<file path="config.mk">
export PLATFORM = sky130hd
export DESIGN_NAME = pixel_stream_collector
export DESIGN_NICKNAME = d
export VERILOG_FILES = /design/src/rtl/pixel_stream_collector.sv
export SDC_FILE = /design/constraint.sdc
export NUM_CORES = 1
export LEC_CHECK = 0
export ABC_AREA = 0
export CAP_MARGIN = 20
export CORE_UTILIZATION = 55
export DETAILED_ROUTE_END_ITERATION = 10
export GPL_TIMING_DRIVEN = 0
export PLACE_DENSITY_LB_ADDON = 0.15
export REMOVE_ABC_BUFFERS = 1
export SYNTH_ARGS = -nofsm -noshare
export SYNTH_HDL_FRONTEND = slang
export SYNTH_SLANG_ARGS = --single-unit
export TNS_END_PERCENT = 1
</file>
<file path="constraint.sdc">
create_clock -name CLK -period 4.3 [get_ports CLK]
set_clock_uncertainty 0.05 [all_clocks]
set_input_delay 0.86 -clock CLK [delete_from_list [all_inputs] [get_ports CLK]]
set_output_delay 0.86 -clock CLK [all_outputs]
set_load 0.02 [all_outputs]
</file>
<file path="src/rtl/pixel_stream_collector.sv">
`default_nettype none
// ============================================================================
// Module   : pixel_stream_collector
// Purpose  : Tags decoded bus words with frame/row position, queues them in a
//            first-word-fall-through FIFO and streams them out over READY/VALID,
//            draining each frame completely before the next one is armed.
// Revision : 1.0
// ============================================================================
module pixel_stream_collector #(
    parameter int PIXEL_ARRAY_WIDTH  = 4,
    parameter int PIXEL_ARRAY_HEIGHT = 4,
    parameter int OUTPUT_BUS_WIDTH   = 2,
    parameter int PIXEL_BITS         = 8,
    parameter int FIFO_DEPTH         = 8
) (
    input  logic                                   CLK,
    input  logic                                   RESET,
    input  logic                                   FRAME_START,
    input  logic                                   BUS_VALID,
    input  logic [OUTPUT_BUS_WIDTH*PIXEL_BITS-1:0] BUS_DATA,
    output logic                                   OUT_VALID,
    input  logic                                   OUT_READY,
    output logic [OUTPUT_BUS_WIDTH*PIXEL_BITS-1:0] OUT_DATA,
    output logic                                   OUT_SOF,
    output logic                                   OUT_EOL,
    output logic                                   OUT_EOF,
    output logic [$clog2(FIFO_DEPTH):0]            FIFO_LEVEL,
    output logic                                   OVERFLOW,
    output logic                                   PROTO_ERR,
    output logic                                   FRAME_DONE
);
    localparam int c_CHUNKS  = PIXEL_ARRAY_WIDTH / OUTPUT_BUS_WIDTH;
    localparam int c_DW      = OUTPUT_BUS_WIDTH * PIXEL_BITS;
    localparam int c_CHUNK_W = (c_CHUNKS > 1) ? $clog2(c_CHUNKS) : 1;
    localparam int c_ROW_W   = (PIXEL_ARRAY_HEIGHT > 1) ? $clog2(PIXEL_ARRAY_HEIGHT) : 1;
    localparam int c_PTR_W   = $clog2(FIFO_DEPTH);
    localparam int c_LVL_W   = c_PTR_W + 1;
    localparam int c_ENTRY_W = c_DW + 3;

    typedef enum logic [1:0] {
        S_IDLE    = 2'd0,
        S_CAPTURE = 2'd1,
        S_DRAIN   = 2'd2
    } state_t;

    state_t               r_state;
    state_t               w_state_next;
    logic [c_CHUNK_W-1:0] r_chunk_cnt;
    logic [c_ROW_W-1:0]   r_row_cnt;
    logic [c_ENTRY_W-1:0] r_mem [FIFO_DEPTH];
    logic [c_PTR_W-1:0]   r_wr_ptr;
    logic [c_PTR_W-1:0]   r_rd_ptr;
    logic [c_LVL_W-1:0]   r_level;
    logic [c_LVL_W-1:0]   w_level_next;
    logic                 r_overflow;
    logic                 r_proto_err;
    logic                 r_frame_done;
    logic                 w_drain_done;
    logic [c_ENTRY_W-1:0] w_head;

    wire w_start      = (r_state == S_IDLE) && FRAME_START;
    wire w_capture    = (r_state == S_CAPTURE) && BUS_VALID;
    wire w_full       = (r_level == c_LVL_W'(FIFO_DEPTH));
    wire w_pop        = OUT_VALID && OUT_READY;
    wire w_push       = w_capture && (!w_full || w_pop);
    wire w_last_chunk = (r_chunk_cnt == c_CHUNK_W'(c_CHUNKS - 1));
    wire w_last_row   = (r_row_cnt == c_ROW_W'(PIXEL_ARRAY_HEIGHT - 1));
    wire w_sof        = (r_chunk_cnt == '0) && (r_row_cnt == '0);
    wire w_eof        = w_last_chunk && w_last_row;
    wire w_proto_hit  = (FRAME_START && (r_state != S_IDLE)) ||
                        (BUS_VALID && (r_state != S_CAPTURE));

    always_comb begin
        w_level_next = r_level;
        if (w_push && !w_pop) begin
            w_level_next = r_level + c_LVL_W'(1);
        end else if (!w_push && w_pop) begin
            w_level_next = r_level - c_LVL_W'(1);
        end
    end

    always_ff @(posedge CLK) begin
        if (!RESET) begin
            r_state <= S_IDLE;
        end else begin
            r_state <= w_state_next;
        end
    end

    always_comb begin
        w_state_next = r_state;
        w_drain_done = 1'b0;
        case (r_state)
            S_IDLE:    if (FRAME_START) w_state_next = S_CAPTURE;
            S_CAPTURE: if (w_capture && w_eof) w_state_next = S_DRAIN;
            S_DRAIN: begin
                if (w_level_next == '0) begin
                    w_state_next = S_IDLE;
                    w_drain_done = 1'b1;
                end
            end
            default:   w_state_next = S_IDLE;
        endcase
    end

    // Counters advance on every captured word, dropped or not, to keep framing aligned
    always_ff @(posedge CLK) begin
        if (!RESET || w_start) begin
            r_chunk_cnt <= '0;
            r_row_cnt   <= '0;
        end else if (w_capture) begin
            if (w_last_chunk) begin
                r_chunk_cnt <= '0;
                r_row_cnt   <= w_last_row ? '0 : r_row_cnt + c_ROW_W'(1);
            end else begin
                r_chunk_cnt <= r_chunk_cnt + c_CHUNK_W'(1);
            end
        end
    end

    always_ff @(posedge CLK) begin
        if (!RESET) begin
            r_wr_ptr <= '0;
            r_rd_ptr <= '0;
            r_level  <= '0;
        end else begin
            if (w_push) r_wr_ptr <= r_wr_ptr + c_PTR_W'(1);
            if (w_pop)  r_rd_ptr <= r_rd_ptr + c_PTR_W'(1);
            r_level <= w_level_next;
        end
    end

    always_ff @(posedge CLK) begin
        if (w_push) begin
            r_mem[r_wr_ptr] <= {w_sof, w_last_chunk, w_eof, BUS_DATA};
        end
    end

    // Arming a frame clears the sticky flags; a same-cycle violation still sets them
    always_ff @(posedge CLK) begin
        if (!RESET) begin
            r_overflow   <= 1'b0;
            r_proto_err  <= 1'b0;
            r_frame_done <= 1'b0;
        end else begin
            r_overflow   <= (r_overflow && !w_start) || (w_capture && !w_push);
            r_proto_err  <= (r_proto_err && !w_start) || w_proto_hit;
            r_frame_done <= w_drain_done;
        end
    end

    assign w_head     = r_mem[r_rd_ptr];
    assign OUT_VALID  = (r_level != '0);
    assign {OUT_SOF, OUT_EOL, OUT_EOF, OUT_DATA} = OUT_VALID ? w_head : '0;
    assign FIFO_LEVEL = r_level;
    assign OVERFLOW   = r_overflow;
    assign PROTO_ERR  = r_proto_err;
    assign FRAME_DONE = r_frame_done;

endmodule
`default_nettype wire

</file>
==> flow_metrics.py <==
metrics = {
    "clock_tree": {
        "cts_setup_buffers": 0,
        "clkTransAtPathRegs_ns": 0.06,
        "cts_hold_buf": 0,
        "cts_tree": "yes",
        "cts-htree-levels": 4,
        "cts_inserted_buffers": 17,
        "clkLatencyLatePin_ns": 0.42,
        "clock_path_buffers": 2,
        "cts_resized": 0,
        "clock-sinks": 173,
        "root_buffer": "clkbuf_16",
    },
    "global_route": {
        "antenna_found_initial": 0,
        "grt_pass1_vias": 3587,
        "grt_pass1_wl_um": 19990,
        "overflow": 0,
        "grt_max_degree": 39,
        "grtUsageTotal_pct": 21.97,
    },
    "detailed_routing": {
        "vias": 3531,
        "avgRoutedWirePerCell_um": 20.59,
        "drc_errors": 0,
        "wl_um": 12830,
        "viasPerCell": 5.668,
        "ant_nets": 0,
        "drt_iter0_markers": 275,
        "first_pass_iters": 4,
    },
    "timing": {
        "finalSetupTns_ns": 0,
        "worst_pin_slew_ns": 0.7938,
        "rsz0062_at_grt": "no",
        "finalSetupViolations": 0,
        "fin_crit_sh_pct": 84.53,
        "slew_viol_final": 0,
        "worst_slack_ns": 0.6652,
        "final-hold-violation-count": 0,
        "fin_crit_ns": 3.635,
        "hold_ws_ns": 0.4349,
        "fmaxAchievable_ghz": 0.2751,
        "max-slew-margin-rel_pct": 46.79,
    },
    "cells_and_area": {
        "nets": 469,
        "final_area_um2": 8407,
        "multi_input_area_um2": 1797,
        "drive_gt1_share_pct": 22.42,
        "layout_commonest_cell": "edfxtp_1",
        "fill_cells": 807,
        "diodes": 0,
        "area_growth_pct": 22.36,
        "final_core_util_pct": 69.41,
        "layout_common_cells": "edfxtp_1, clkdlybuf4s50_1, mux4_2",
        "seqCellArea_um2": 4990,
    },
    "power_and_ir_drop": {
        "p_per_area_nw_per_um2": 564.6,
        "sw_frac_of_total_pct": 26.86,
        "p_switching_mw": 1.275,
        "peakVddDrop_uv": 348.3,
        "clkPwrFrac_pct": 34.6,
        "power_frac_comb_pct": 23.0,
        "p_seq_share_pct": 42.4,
        "p_int_mw": 3.472,
        "p_leak_nw": 2.639,
    },
    "critical_path": {
        "start_kind": "flop",
        "cp.required_ns": 3.39,
        "path_class": "reg2out",
        "crit_path_max_fanout": 38,
        "arrival_ns": 2.72,
        "crit_path_end_kind": "output port",
        "ff2ff_path_depth": 7,
    },
    "synth": {
        "synthFlopType": "edfxtp_1",
        "syn-cell-area_um2": 6870,
        "yosys_warnings": 0,
        "synth-seq-cells": 173,
        "synthArstFlopShare_pct": 0,
        "synth-edff-count": 152,
        "synth_cells": 377,
        "ys_types": 45,
        "syn_area_per_cell_um2": 18.22,
        "yosysSeqAreaShare_pct": 72.56,
    },
    "placed_design": {
        "place.port_buffers": 47,
        "hpwl_um": 8136,
        "place.gp.congestion": 0.8111,
        "dpl-instance-area_um2": 7762,
        "preCtsSetupSlack_ns": 0.7028,
    },
    "floorplan": {
        "die_w_um": 113.8,
        "io_pins": 48,
        "die-area_um2": 12940,
        "rows": 40,
        "start_util_pct": 56.73,
        "dieHeight_um": 113.8,
        "coreArea_um2": 12110,
    },
    "job": {
        "drv_cap": 0,
    },
    "min_path": {
        "hp-class": "reg2reg",
        "holdPathStages": 2,
    },
    "run_status": {
        "status": "finished clean",
    },
}
## state kept, by name, summed over array words and instances, names as in the netlist, 2 cells and up, named ones only
signal	flops
r_state	2
FIFO_LEVEL	4
r_wr_ptr	3
r_mem	152
r_row_cnt	2
r_rd_ptr	3
## final timing paths
check,start,to,slack [ns]
worst max-delay path,flop,OUT_EOF,0.67
worst max register to register,FIFO_LEVEL[0],r_mem[4][14],1.47
worst min register to register,OVERFLOW,OVERFLOW,0.43
worst min-delay path,OVERFLOW,OVERFLOW,0.43
## metrics by stage
step,total power [mW],cells
2_1_floorplan,2.707,360
4_1_cts,4.790,623
5_1_grt,4.931,623
6_report,4.747,623
3_3_place_gp,3.141,575
3_5_place_dp,3.155,591
## per-layer routing
metal  vias to the layer above  track usage [%]  share of wire (%)
met5                         -                0                  0
met4                         0            9.912                1.7
met3                        14            4.835                5.3
met2                       100            36.22                 52
met1                      1794            28.27                 41
li1                       1623                -                  -
## cell usage after synthesis (all sizes together) (3+ instances only)
| master | instances | share of area [%] |
|---|---|---|
| a211oi | 3 | 0.33 |
| nand3 | 5 | 0.36 |
| o21ai | 4 | 0.29 |
| inv | 10 | 0.55 |
| buf | 10 | 0.84 |
| nor2 | 34 | 1.9 |
| nor3 | 5 | 0.36 |
| ha | 6 | 1.1 |
| a41oi | 3 | 0.60 |
| clkbuf | 7 | 0.40 |
| mux2i | 19 | 2.8 |
| edfxtp | 152 | 66 |
| and2 | 4 | 0.44 |
| nand2b | 3 | 0.27 |
| dfxtp | 21 | 6.1 |
| nor2b | 4 | 0.40 |
| a21oi | 7 | 0.51 |
| mux4 | 38 | 12 |
| nand2 | 20 | 1.1 |
| xnor2 | 5 | 0.64 |
## power groups by stage
stage / clock network, mW / registers [mW] / logic, mW
after CTS: 1.66 / 2.02 / 1.10
after global placement: 0 / 2.07 / 1.07
final: 1.64 / 2.01 / 1.09
after floorplan: 0 / 2.04 / 0.672
after detailed placement: 0 / 2.06 / 1.10
after global routing: 1.73 / 2.04 / 1.16
## area by class of cell
cell class              instances  share of cell area, %
flip-flops and latches        173                  59.35
multi-input cells             177                  21.37
inverters                      10                 0.4465
well taps                     168                  2.500
repair buffers                 63                  8.662
clock buffers                  17                  5.060
clock inverters                15                  2.605
## logic make-up after synthesis
group / after synthesis / share of synthesized area, %
AOI/OAI and AO/OA: 25 / 2.768
xor gates and xnor gates: 6 / 0.7649
adders and majority gates: 6 / 1.093
buffers and inverters: 27 / 1.784
DFF: 173 / 72.56
muxes: 57 / 15.22
and+or+nand+nor: 83 / 5.810
## worst max-delay path, stage by stage, from the launching register on
cell and delay (ns):
dfxtp_4 0.84, mux4_2 0.61, mux2i_1 0.17, nor2_1 0.06
clkdlybuf4s50_1 0.56
No activity file was read; power rests on OpenSTA's default activity.
